## src/rtl/fetch_pkg.sv

```systemverilog
// Shared types and constants for the instruction fetch sequencer.
package fetch_pkg;

   typedef enum logic [1:0] {
      IDLE  = 2'd0,
      FETCH = 2'd1,
      HOLD  = 2'd2
   } fetch_state_e;

   localparam int BYTES_PER_INSTR     = 4;
   localparam int IDX_W               = $clog2(BYTES_PER_INSTR);
   localparam int DEFAULT_TIMEOUT_CYC = 16;

endpackage

```

## src/rtl/fetch_byte_packer.sv

```systemverilog
// Four-slot byte register that assembles a big-endian 32-bit instruction.
// Slot 0 lands in word[31:24], slot 3 in word[7:0].
module fetch_byte_packer
   import fetch_pkg::*;
(
   input  logic             clk,
   input  logic             clear,
   input  logic             wr_en,
   input  logic [IDX_W-1:0] wr_idx,
   input  logic [7:0]       wr_byte,
   output logic [31:0]      word
);

   logic [7:0] slot [BYTES_PER_INSTR];

   // Clear wins over a write so a discarded partial fetch never leaks through.
   always_ff @(posedge clk) begin
      if (clear) begin
         for (int i = 0; i < BYTES_PER_INSTR; i++) begin
            slot[i] <= '0;
         end
      end else if (wr_en) begin
         slot[wr_idx] <= wr_byte;
      end
   end

   assign word = {slot[0], slot[1], slot[2], slot[3]};

endmodule

```

## src/rtl/fetch_sequencer.sv

```systemverilog
// Byte-wide instruction fetch sequencer: reads four bytes per instruction,
// presents the assembled word with a valid/ready handshake.
// Optional build macro: FETCH_TIMEOUT_EN adds a mem_ack wait timeout with a
// sticky err flag; without it the sequencer waits on memory indefinitely.
//
// state | meaning
// ------+--------------------------------------------------------------
// IDLE  | no request outstanding; waits for start
// FETCH | requesting byte pc+idx; each mem_ack stores one byte
// HOLD  | instruction complete; instr/instr_pc held until instr_ready
module fetch_sequencer
   import fetch_pkg::*;
#(
   parameter int                ADDR_W      = 8,
   parameter logic [ADDR_W-1:0] RESET_PC    = '0,
   parameter int                TIMEOUT_CYC = DEFAULT_TIMEOUT_CYC
)(
   input  logic              clk,
   input  logic              rst,
   input  logic              start,
   input  logic              pc_load,
   input  logic [ADDR_W-1:0] pc_load_addr,
   output logic              mem_req,
   output logic [ADDR_W-1:0] mem_addr,
   input  logic              mem_ack,
   input  logic [7:0]        mem_data,
   output logic [31:0]       instr,
   output logic              instr_valid,
   input  logic              instr_ready,
   output logic [ADDR_W-1:0] instr_pc,
   output logic              busy,
   output logic              err
);

   fetch_state_e      state;
   fetch_state_e      state_next;
   logic [ADDR_W-1:0] pc;
   logic [IDX_W-1:0]  idx;
   logic              ack_take;
   logic              handshake;
   logic              timeout_hit;
   logic              fetch_allowed;

`ifdef FETCH_TIMEOUT_EN
   localparam int            TW        = (TIMEOUT_CYC > 1) ? $clog2(TIMEOUT_CYC) : 1;
   localparam logic [TW-1:0] WAIT_LOAD = TW'(TIMEOUT_CYC - 1);

   logic [TW-1:0] wait_cnt;
   logic          lockout;
   logic          err_q;

   // Down-counter reloads whenever a wait period restarts; terminal count
   // with no ack ends the fetch and locks out restarts until a pc_load.
   always_ff @(posedge clk) begin
      if (rst) begin
         wait_cnt <= WAIT_LOAD;
         lockout  <= 1'b0;
         err_q    <= 1'b0;
      end else begin
         if (state != FETCH || mem_ack || pc_load) begin
            wait_cnt <= WAIT_LOAD;
         end else if (wait_cnt != '0) begin
            wait_cnt <= wait_cnt - 1'b1;
         end
         if (pc_load) begin
            lockout <= 1'b0;
         end else if (timeout_hit) begin
            lockout <= 1'b1;
         end
         if (timeout_hit) begin
            err_q <= 1'b1;
         end
      end
   end

   assign timeout_hit   = (state == FETCH) && !mem_ack && !pc_load && (wait_cnt == '0);
   assign fetch_allowed = !lockout;
   assign err           = err_q;
`else
   assign timeout_hit   = 1'b0;
   assign fetch_allowed = 1'b1;
   assign err           = 1'b0;
`endif

   // Next-state decode; pc_load pre-empts every other event, including a
   // same-cycle mem_ack or consumer handshake.
   always_comb begin
      state_next = state;
      ack_take   = 1'b0;
      handshake  = 1'b0;
      if (pc_load) begin
         state_next = start ? FETCH : IDLE;
      end else begin
         case (state)
            IDLE: begin
               if (start && fetch_allowed) begin
                  state_next = FETCH;
               end
            end
            FETCH: begin
               if (mem_ack) begin
                  ack_take = 1'b1;
                  if (idx == IDX_W'(BYTES_PER_INSTR - 1)) begin
                     state_next = HOLD;
                  end
               end else if (timeout_hit) begin
                  state_next = IDLE;
               end
            end
            HOLD: begin
               if (instr_ready) begin
                  handshake  = 1'b1;
                  state_next = start ? FETCH : IDLE;
               end
            end
            default: state_next = IDLE;
         endcase
      end
   end

   // State, PC and byte index registers.
   always_ff @(posedge clk) begin
      if (rst) begin
         state <= IDLE;
         pc    <= RESET_PC;
         idx   <= '0;
      end else begin
         state <= state_next;
         if (pc_load) begin
            pc  <= pc_load_addr;
            idx <= '0;
         end else if (ack_take) begin
            idx <= idx + 1'b1;
         end else if (handshake) begin
            pc  <= pc + ADDR_W'(BYTES_PER_INSTR);
            idx <= '0;
         end else if (timeout_hit) begin
            idx <= '0;
         end
      end
   end

   fetch_byte_packer u_packer (
      .clk     (clk),
      .clear   (rst | pc_load),
      .wr_en   (ack_take),
      .wr_idx  (idx),
      .wr_byte (mem_data),
      .word    (instr)
   );

   // pc only moves on handshake or redirect, both of which leave HOLD, so
   // it still names byte 0 of the held instruction.
   assign mem_req     = (state == FETCH);
   assign mem_addr    = pc + ADDR_W'(idx);
   assign instr_valid = (state == HOLD);
   assign instr_pc    = pc;
   assign busy        = (state != IDLE);

endmodule

```

## config.mk

```make
export PLATFORM = sky130hd
export DESIGN_NAME = fetch_sequencer
export DESIGN_NICKNAME = d
export VERILOG_FILES = /design/src/rtl/fetch_pkg.sv /design/src/rtl/fetch_byte_packer.sv /design/src/rtl/fetch_sequencer.sv
export SDC_FILE = /design/constraint.sdc
export NUM_CORES = 1
export LEC_CHECK = 0
export CAP_MARGIN = 30
export CORE_ASPECT_RATIO = 0.7
export CORE_UTILIZATION = 48
export CTS_BUF_LIST = sky130_fd_sc_hd__clkbuf_16
export CTS_CLUSTER_SIZE = 14
export DETAILED_ROUTE_END_ITERATION = 7
export PLACE_DENSITY_LB_ADDON = 0.25
export SYNTH_ARGS = -nofsm -noshare
export SYNTH_HDL_FRONTEND = slang
export SYNTH_HIERARCHICAL = 1
export SYNTH_SLANG_ARGS = --single-unit
export TNS_END_PERCENT = 10
```

## constraint.sdc

```tcl
create_clock -name clk -period 3.7 [get_ports clk]
set_clock_uncertainty 0.15 [all_clocks]
set_input_delay 0.74 -clock clk [delete_from_list [all_inputs] [get_ports clk]]
set_output_delay 0.74 -clock clk [all_outputs]
set_load 0.02 [all_outputs]
```

==> run summary, run 1 <==
Max clock buf depth: 2
RSZ-0062 raised after global routing: no
CP Data Arrival Time: 2.52 ns
slowest stage delay, CP: 0.63 ns
GPL Wtd Cong: 0.7908
min-delay src: instr_pc[0]$_SDFFE_PP0P_
Post-Syn Instances: 169
initial antenna violation count: 0
Detailed Route WL: 4508 µm
DP Area: 2830 µm²
post-synthesis cell type count: 41
setup TNS: 0 ns
top cell type's share of synthesized area: 46.43%
leak pwr: 0.001167 µW
period utilization: 92.27%
final instance area: 2994 µm²
sequential area share after synthesis: 58.04%
CTS tree: done
Syn Nets: 196
outcome: finished, final reports clean
FMAX: 0.2929 GHz
total I/O pin count: 74
DP HPWL: 3289 µm
grt total ovfl: 0
cells on worst reg2reg path: 4
Synth area leaders: edfxtp_1, dfxtp_1, and2_1
critical path class: reg2out
Max VDD drop: 0.3322 mV
Reg clk slew, reported paths: 0.06 ns
critical-path cell list: ha_1 -> inv_1 -> fa_1 -> nand4b_1 -> xnor2_1 -> clkdlybuf4s50_1
core area: 4018 µm²
Final #Nets: 270
Critical Path Start Type: register
Reg2Reg Setup Slack: 1.84 ns
Crit Path Max Fanout: 10
worst reg2reg endpoint: u_packer/slot[0][1]$_SDFFCE_PN0P_
CTS H-Tree Depth: 2
hold-fix buffers at CTS: 0
die area: 4582 µm²
Vias/cell: 5.304
worst hold endpoint: instr_pc[0]$_SDFFE_PP0P_
Final ANT Viol Nets: 0
Crit Reg-Reg Startpoint: state[1]$_SDFFE_PP0P_
DRT iter0 DRCs: 137
clk_lat worst skew: 0.28 ns
largest net degree at the start of global routing: 14
Synth Register Bits: 44
root buffer cell: clkbuf_16
first-pass GRT wire length: 6982 µm
Async SR Flop Fraction: 0%
Die Span Y: 56.94 µm
filler cell count: 272
P&R area growth vs syn: 44.68%
CTS buffer count: 5
share of cells above drive strength 1: 7.377%
vias in the first global route: 1363
Avg WL per Cell: 15.23 µm
HP Class: reg2reg
Ant. Diodes: 0
# setup viols final: 0
Die Wd: 80.48 µm
Req. time, crit path: 2.81 ns
Tot Pwr: 1222 µW
number of gates resized after cts: 0
synthesized area: 2069 µm²
Max stage delay cell, worst path: clkdlybuf4s50_1
final hold viol count: 0
Pwr per Cell Area: 408.0 nW/µm²
cell accounting for the most synthesized area: edfxtp_1
DR pass1 iterations: 4
YS warnings: 6
Port Buffers: 72
EDFF count, synth: 32
vias: 1570
WHS Path Cells: 2
row count: 19
Synth top cells by count: and2_1, edfxtp_1, dfxtp_1
syn_area_per_cell: 12.25 µm²
fin. max-slew vios: 0
Post-route DRC: 0
setup bufs post-CTS: 0
Max-cap violations: 0
initial core utilization: 51.51%
clock sinks: 44
Worst Setup End Kind: output pin
Main synth FF type: edfxtp_1
min cycle time layout: 3.414 ns
gr usage total: 20.86%
-- where the power goes --
part | internal (µW) | total [µW] | switching, µW | leakage, µW
Combinational | 84.7 | 168 | 83.8 | 0.000626
Clock | 314 | 486 | 172 | 0.0000850
Sequential | 550 | 567 | 16.8 | 0.000456
-- registers in the layout (all words and copies together), names as in the netlist --
signal         cells
u_packer/slot     32
idx                2
instr_pc           8
state              2
-- layout by cell type, fill, tap and decap left out, types with 2 or more instances in the layout --
cell type / n
nand2_1: 3
nor2_1: 9
nor2b_1: 2
mux2i_1: 3
a311oi_1: 3
edfxtp_1: 32
o21ai_0: 3
a21oi_1: 4
or2_2: 2
clkdlybuf4s50_1: 72
a211oi_1: 4
nand3_1: 4
nand2b_1: 2
xor2_1: 3
xnor2_1: 5
ha_1: 4
nand4b_1: 3
a31o_2: 4
dfxtp_1: 12
clkbuf_16: 5
and2_1: 32
and4bb_1: 2
inv_1: 12
-- critical path: cells and delay by family (launching register included) --
| kind | cells | cell delay [ns] |
|---|---|---|
| simple gates | 1 | 0.21 |
| buf+inv | 2 | 0.68 |
| xor+xnor | 1 | 0.17 |
| flops | 1 | 0.53 |
| fa+ha+maj | 2 | 0.65 |
-- metal layers --
metal,part of all wire (%),up-vias,track usage (%)
met4,0.29,0,3.827
met5,0,-,0
met3,6.3,4,5.440
met2,44,49,30.51
met1,49,761,31.67
li1,-,756,-
-- metrics by stage --
| stage | setup slack (ns) | utilization [%] | hold WS (ns) | cells |
|---|---|---|---|---|
| after floorplan | 1.094 | - | 0.4175 | 169 |
| after global placement | 0.6623 | 70.45 | 0.3742 | 288 |
| after detailed placement | 0.6159 | 70.45 | 0.3842 | 288 |
| after CTS | 0.3036 | 74.53 | 0.4029 | 296 |
| after global routing | 0.1732 | 74.53 | 0.4205 | 296 |
| final | 0.2859 | 74.53 | 0.3987 | 296 |
-- worst max path at each step --
stage,slack (ns),endpoint,start,cells past startpoint
3_3_place_gp,0.66,mem_addr[6],idx[0]$_SDFFE_PP0P_,6
6_report,0.29,mem_addr[6],idx[0]$_SDFFE_PP0P_,6
4_1_cts,0.30,mem_addr[6],idx[0]$_SDFFE_PP0P_,6
2_1_floorplan,1.09,mem_addr[6],idx[0]$_SDFFE_PP0P_,5
5_1_grt,0.17,mem_addr[6],idx[0]$_SDFFE_PP0P_,6
3_5_place_dp,0.62,mem_addr[6],idx[0]$_SDFFE_PP0P_,6
-- layout make-up --
type / count / area, µm² / share of cell area, %
Sequential cell: 44 / 1201 / 40.12
Multi-Input combinational cell: 109 / 802.0 / 26.79
Timing Repair Buffer: 72 / 720.7 / 24.07
Clock buffer: 5 / 125.1 / 4.179
Tap cell: 52 / 65.06 / 2.173
Inverter: 11 / 41.29 / 1.379
Clock inverter: 3 / 38.79 / 1.295
-- kinds of logic (layout without fill, tap and decap cells) --
logic type | after synthesis | in the layout | synth area share (%)
flops | 44 | 44 | 58.04
mux | 4 | 4 | 1.995
other cells | 1 | 1 | 0.1812
fa+ha+maj | 5 | 5 | 3.386
simple gates | 69 | 69 | 22.13
buf+inv | 16 | 91 | 3.205
compound gates | 22 | 22 | 7.679
xor+xnor | 8 | 8 | 3.386
(Power assumes the default switching activity.)
==> run 2, diff against run 1 <==
SETUP_SLACK_MARGIN = 0.3   (was default)
==> run 2 against run 1 <==
Effect of this change:
- routed wire length increased by 0.55%
- final area about the same
- clock-buffer cell count unchanged
- core utilization about the same
- die area unchanged
- combinational power about the same
- via count decreased by 0.64%
- register-to-register slack about the same
- first-iteration DRC count unchanged
- sequential share of layout area about the same
- sequential power about the same
- largest cell class unchanged
==> run summary, run 2 (synthesis gave the netlist of run 1 again) <==
outcome: finished, final reports clean (unchanged)
worst hold slack: 0.3988 ns (was 0.3987 ns)
leak pwr: 0.001168 µW (was 0.001167 µW)
Worst Setup End Kind: output pin (unchanged)
HP Class: reg2reg (unchanged)
M3 GR Usage: 5.440% (unchanged)
Max clock buf depth: 2 (unchanged)
Port Buffers: 72 (unchanged)
core area: 4018 µm² (unchanged)
Ant. Diodes: 0 (unchanged)
Avg WL per Cell: 15.31 µm (was 15.23 µm)
Detailed Route WL: 4533 µm (was 4508 µm)
Final #Nets: 270 (unchanged)
FF+latch area: 1202 µm² (was 1201 µm²)
clock sinks: 44 (unchanged)
Max-cap violations: 0 (unchanged)
Reg clk slew, reported paths: 0.06 ns (about the same)
Die Wd: 80.48 µm (unchanged)
Setup crit start: idx[1]$_SDFFE_PP0P_ (was idx[0]$_SDFFE_PP0P_)
most frequent cells in the layout: clkdlybuf4s50_1, and2_1, edfxtp_1 (unchanged)
DP HPWL: 3289 µm (unchanged)
Die Span Y: 56.94 µm (unchanged)
Max VDD drop: 0.3318 mV (was 0.3322 mV)
critical path class: reg2out (unchanged)
period utilization: 88.98% (was 92.27%)
setup TNS: 0 ns (unchanged)
area taken by multi-input logic gates: 802.0 µm² (unchanged)
Vias/cell: 5.270 (was 5.304)
initial core utilization: 51.51% (unchanged)
CTS buffer count: 5 (unchanged)
gr usage total: 20.86% (unchanged)
CP Data Arrival Time: 2.40 ns (was 2.52 ns)
Final ANT Viol Nets: 0 (unchanged)
CTS tree: done (unchanged)
filler cell count: 274 (was 272)
fin. max-slew vios: 0 (unchanged)
DP Area: 2830 µm² (unchanged)
# setup viols final: 0 (unchanged)
number of gates resized after cts: 0 (unchanged)
Post-route DRC: 0 (unchanged)
Req. time, crit path: 2.81 ns (about the same)
min cycle time layout: 3.292 ns (was 3.414 ns)
Pwr per Cell Area: 407.8 nW/µm² (was 408.0 nW/µm²)
hold-fix buffers at CTS: 0 (unchanged)
DR pass1 iterations: 4 (unchanged)
clk_lat worst skew: 0.28 ns (about the same)
grt total ovfl: 0 (unchanged)
Max stage delay cell, worst path: clkdlybuf4s50_1 (unchanged)
Critical Path Start Type: register (unchanged)
cells on worst reg2reg path: 4 (unchanged)
FMAX: 0.3037 GHz (was 0.2929 GHz)
die area: 4582 µm² (unchanged)
RSZ-0062 raised after global routing: no (unchanged)
met1 layer usage reported by global route: 31.67% (unchanged)
final instance area: 2995 µm² (was 2994 µm²)
post-placement cell count: 288 (unchanged)
most common cell after layout, fill and taps aside: clkdlybuf4s50_1 (unchanged)
min-delay src: instr_pc[0]$_SDFFE_PP0P_ (unchanged)
initial antenna violation count: 0 (unchanged)
P&R area growth vs syn: 44.74% (was 44.68%)
share of cells above drive strength 1: 7.787% (was 7.377%)
largest net degree at the start of global routing: 14 (unchanged)
met2 Use GR: 30.51% (unchanged)
first-pass GRT wire length: 6982 µm (unchanged)
critical-path cell list: inv_1 -> fa_1 -> nand4b_1 -> xnor2_1 -> clkdlybuf4s50_1 (was ha_1 -> inv_1 -> fa_1 -> nand4b_1 -> xnor2_1 -> clkdlybuf4s50_1)
vias: 1560 (was 1570)
CTS H-Tree Depth: 2 (unchanged)
vias in the first global route: 1363 (unchanged)
gr busiest metal: met1 (unchanged)
row count: 19 (unchanged)
Biggest register: u_packer/slot (unchanged)
setup bufs post-CTS: 0 (unchanged)
max FFs per register: 32 (unchanged)
root buffer cell: clkbuf_16 (unchanged)
Crit Path Max Fanout: 10 (unchanged)
Crit Reg-Reg Startpoint: state[1]$_SDFFE_PP0P_ (unchanged)
final hold viol count: 0 (unchanged)
fin cells: 296 (unchanged)
DRT iter0 DRCs: 137 (unchanged)
GPL Wtd Cong: 0.7908 (unchanged)
slowest stage delay, CP: 0.63 ns (about the same)
Tot Pwr: 1222 µW (about the same)
total I/O pin count: 74 (unchanged)
WHS Path Cells: 2 (unchanged)
run 2: cell count changes in the layout (fill, tap and decap cells not counted):
cell	delta
dfxtp_1	-1
dfxtp_2	+1
run 2: final timing paths:
path | slack, ns | end
max | 0.41 | mem_addr[6]
min | 0.40 | instr_pc[0]$_SDFFE_PP0P_
max reg2reg | 1.84 | u_packer/slot[0][1]$_SDFFCE_PN0P_
min reg2reg | 0.40 | instr_pc[0]$_SDFFE_PP0P_
run 2: metal layers:
metal / part of all wire (%) / vias to the layer above
li1: - / 754
met1: 49 / 758
met2: 44 / 46
met3: 6.5 / 2
met4: 0.22 / 0
met5: 0 / -
run 2: stage by stage:
stage               utilization, %  setup WS (ns)
floorplan                        -          1.094
global placement             70.45         0.6623
detailed placement           70.45         0.6159
CTS                          74.53         0.3036
global route                 74.56         0.3236
finish                       74.56         0.4076
run 2: critical path: cells and delay by family (launching register included):
family / cells / cell delay, ns
and+or+nand+nor: 1 / 0.21
buffers and inverters: 2 / 0.74
xor gates and xnor gates: 1 / 0.17
DFF: 1 / 0.54
adders and majority gates: 1 / 0.45
run 2: power breakdown:
part / leakage, µW / switching, µW / total, µW / internal (µW)
Clock: 0.0000850 / 172 / 486 / 314
Combinational: 0.000626 / 83.9 / 169 / 84.7
Sequential: 0.000456 / 16.8 / 567 / 550
run 2: cell type report:
class | instances | area share [%]
inverters | 11 | 1.378
clock inverters | 3 | 1.295
well taps | 52 | 2.172
flip-flops and latches | 44 | 40.14
multi-input cells | 109 | 26.78
repair buffers | 72 | 24.06
clock buffers | 5 | 4.177
==> run 3, diff against run 2 <==
CORE_MARGIN = 2   (was default)
clock period = 4 ns   (was 3.7 ns; I/O delays follow)
==> run 3 against run 2 <==
Effect of this change:
- combinational power down 7%
- clock-buffer cell count is the same
- routed wire length up 8.2%
- core utilization fell by 0.062 points
- die area up 6.1%
- via count rose by 0.96%
- power shrank 7.9%
- sequential cell count stayed put
- critical path depth up 1
- first-iteration DRC count fell by 36%
- final area barely moved
- clock power down 8.6%
==> run summary, run 3 (synthesis gave the netlist of run 1 again) <==
critical path class: reg2out (unchanged)
row count: 19 (unchanged)
Avg WL per Cell: 16.56 µm (was 15.31 µm)
FMAX: 0.2864 GHz
Reg power frac: 46.6% (was 46.4%)
worst reg2reg endpoint: u_packer/slot[0][3]$_SDFFCE_PN0P_ (was u_packer/slot[0][1]$_SDFFCE_PN0P_)
switching share of power: 22.07% (was 22.30%)
die area: 4861 µm² (was 4582 µm²)
Worst Setup End Kind: output pin (unchanged)
setup TNS: 0 ns (unchanged)
worst hold slack: 0.4037 ns (was 0.3988 ns)
# setup viols final: 0 (unchanged)
DR pass1 iterations: 5 (was 4)
setup bufs post-CTS: 0 (unchanged)
most common cell after layout, fill and taps aside: clkdlybuf4s50_1 (unchanged)
P&R area growth vs syn: 44.62% (was 44.74%)
Post-Route Utilization: 74.49% (was 74.56%)
Max VDD drop: 0.2674 mV (was 0.3318 mV)
DRT iter0 DRCs: 88 (was 137)
Final ANT Viol Nets: 0 (unchanged)
worst hold endpoint: instr_pc[0]$_SDFFE_PP0P_ (unchanged)
Max-cap violations: 0 (unchanged)
leak pwr: 0.001161 µW (was 0.001168 µW)
CTS H-Tree Depth: 2 (unchanged)
Crit Path Max Fanout: 10 (unchanged)
CP Data Arrival Time: 2.54 ns (was 2.40 ns)
share of cells above drive strength 1: 6.967% (was 7.787%)
Die Wd: 82.48 µm (was 80.48 µm)
DP HPWL: 3509 µm (was 3289 µm)
Comb pwr share: 14.0% (was 13.8%)
Final #Nets: 270 (unchanged)
Internal: 877.2 µW (was 949.2 µW)
Req. time, crit path: 3.05 ns (was 2.81 ns)
vias in the first global route: 1542 (was 1363)
first-pass GRT wire length: 7555 µm (was 6982 µm)
Reg2Reg Setup Slack: 2.13 ns (was 1.84 ns)
P_sw: 248.3 µW (was 272.4 µW)
Biggest register: u_packer/slot (unchanged)
min-delay src: instr_pc[0]$_SDFFE_PP0P_ (unchanged)
largest net degree at the start of global routing: 14 (unchanged)
clock network power share: 39.4% (was 39.8%)
most frequent cells in the layout: clkdlybuf4s50_1, and2_1, edfxtp_1 (unchanged)
dpl ws: 0.8126 ns (was 0.6159 ns)
HP Class: reg2reg (unchanged)
vias: 1575 (was 1560)
Crit Reg-Reg Startpoint: state[1]$_SDFFE_PP0P_ (unchanged)
Die Span Y: 58.94 µm (was 56.94 µm)
RSZ-0062 raised after global routing: no (unchanged)
Critical Path Start Type: register (unchanged)
Pwr per Cell Area: 376.1 nW/µm² (was 407.8 nW/µm²)
number of gates resized after cts: 0 (unchanged)
max FFs per register: 32 (unchanged)
grt total ovfl: 0 (unchanged)
GPL Wtd Cong: 0.7322 (was 0.7908)
min cycle time layout: 3.492 ns
Port Buffers: 72 (unchanged)
core area: 4018 µm² (unchanged)
CTS tree: done (unchanged)
Post-route DRC: 0 (unchanged)
clk_lat worst skew: 0.28 ns (about the same)
Max clock buf depth: 2 (unchanged)
gr usage total: 21.76% (was 20.86%)
initial core utilization: 51.51% (unchanged)
Ant. Diodes: 0 (unchanged)
fin worst setup slack: 0.5082 ns (was 0.4076 ns)
initial antenna violation count: 0 (unchanged)
cells on worst reg2reg path: 4 (unchanged)
Detailed Route WL: 4903 µm (was 4533 µm)
Vias/cell: 5.321 (was 5.270)
WHS Path Cells: 2 (unchanged)
CTS buffer count: 5 (unchanged)
outcome: finished, final reports clean (unchanged)
final hold viol count: 0 (unchanged)
period utilization: 87.29%
fin. max-slew vios: 0 (unchanged)
root buffer cell: clkbuf_16 (unchanged)
hold-fix buffers at CTS: 0 (unchanged)
Reg clk slew, reported paths: 0.06 ns (about the same)
clock sinks: 44 (unchanged)
total I/O pin count: 74 (unchanged)
## run 3: cell count changes in the layout (fill, tap and decap cells not counted), sizes merged
cell	delta
clkinv	+1
inv	-1
## run 3: area by class of cell
class                           instances  area, µm²
Inverter                               11      41.29
Sequential cell                        44       1201
Clock buffer                            5      125.1
Tap cell                               52      65.06
Multi-Input combinational cell        109      802.0
Fill cell                             288       1025
Timing Repair Buffer                   72      720.7
Clock inverter                          3      37.54
## run 3: how the worst max path moves through the flow
stage | start | end | slack (ns)
after floorplan | idx[0]$_SDFFE_PP0P_ | mem_addr[6] | 1.33
after global placement | idx[0]$_SDFFE_PP0P_ | mem_addr[6] | 0.90
after detailed placement | idx[0]$_SDFFE_PP0P_ | mem_addr[6] | 0.81
after CTS | idx[0]$_SDFFE_PP0P_ | mem_addr[6] | 0.50
after global routing | idx[0]$_SDFFE_PP0P_ | mem_addr[6] | 0.39
final | idx[0]$_SDFFE_PP0P_ | mem_addr[6] | 0.51
## run 3: per-stage QoR
step           std cells  cell area, µm²  total power, µW
6_report             296            2993             1126
3_3_place_gp         288            2830            687.7
3_5_place_dp         288            2830            690.3
5_1_grt              296            2993             1169
2_1_floorplan        169            2069            602.6
4_1_cts              296            2993             1137
## run 3: critical path: stages, from the launching register on
cell and delay, ns:
dfxtp_1 0.55, ha_1 0.25, inv_1 0.05, fa_1 0.41, nand4b_1 0.22, xnor2_1 0.16, clkdlybuf4s50_1 0.62
## run 3: routing by layer
layer | GRT usage (%) | vias to the layer above | share of wire [%]
met2 | 33.76 | 52 | 49
met5 | 0 | - | 0
met1 | 29.38 | 762 | 45
met3 | 5.828 | 8 | 5.0
li1 | - | 753 | -
met4 | 8.333 | 0 | 1.7
## run 3: power by group through the flow
stage          clock network, µW  logic (µW)  registers, µW
6_report                     444         157            525
5_1_grt                      475         166            527
4_1_cts                      454         158            525
3_5_place_dp                   0         157            534
3_3_place_gp                   0         155            533
2_1_floorplan                  0        46.1            557
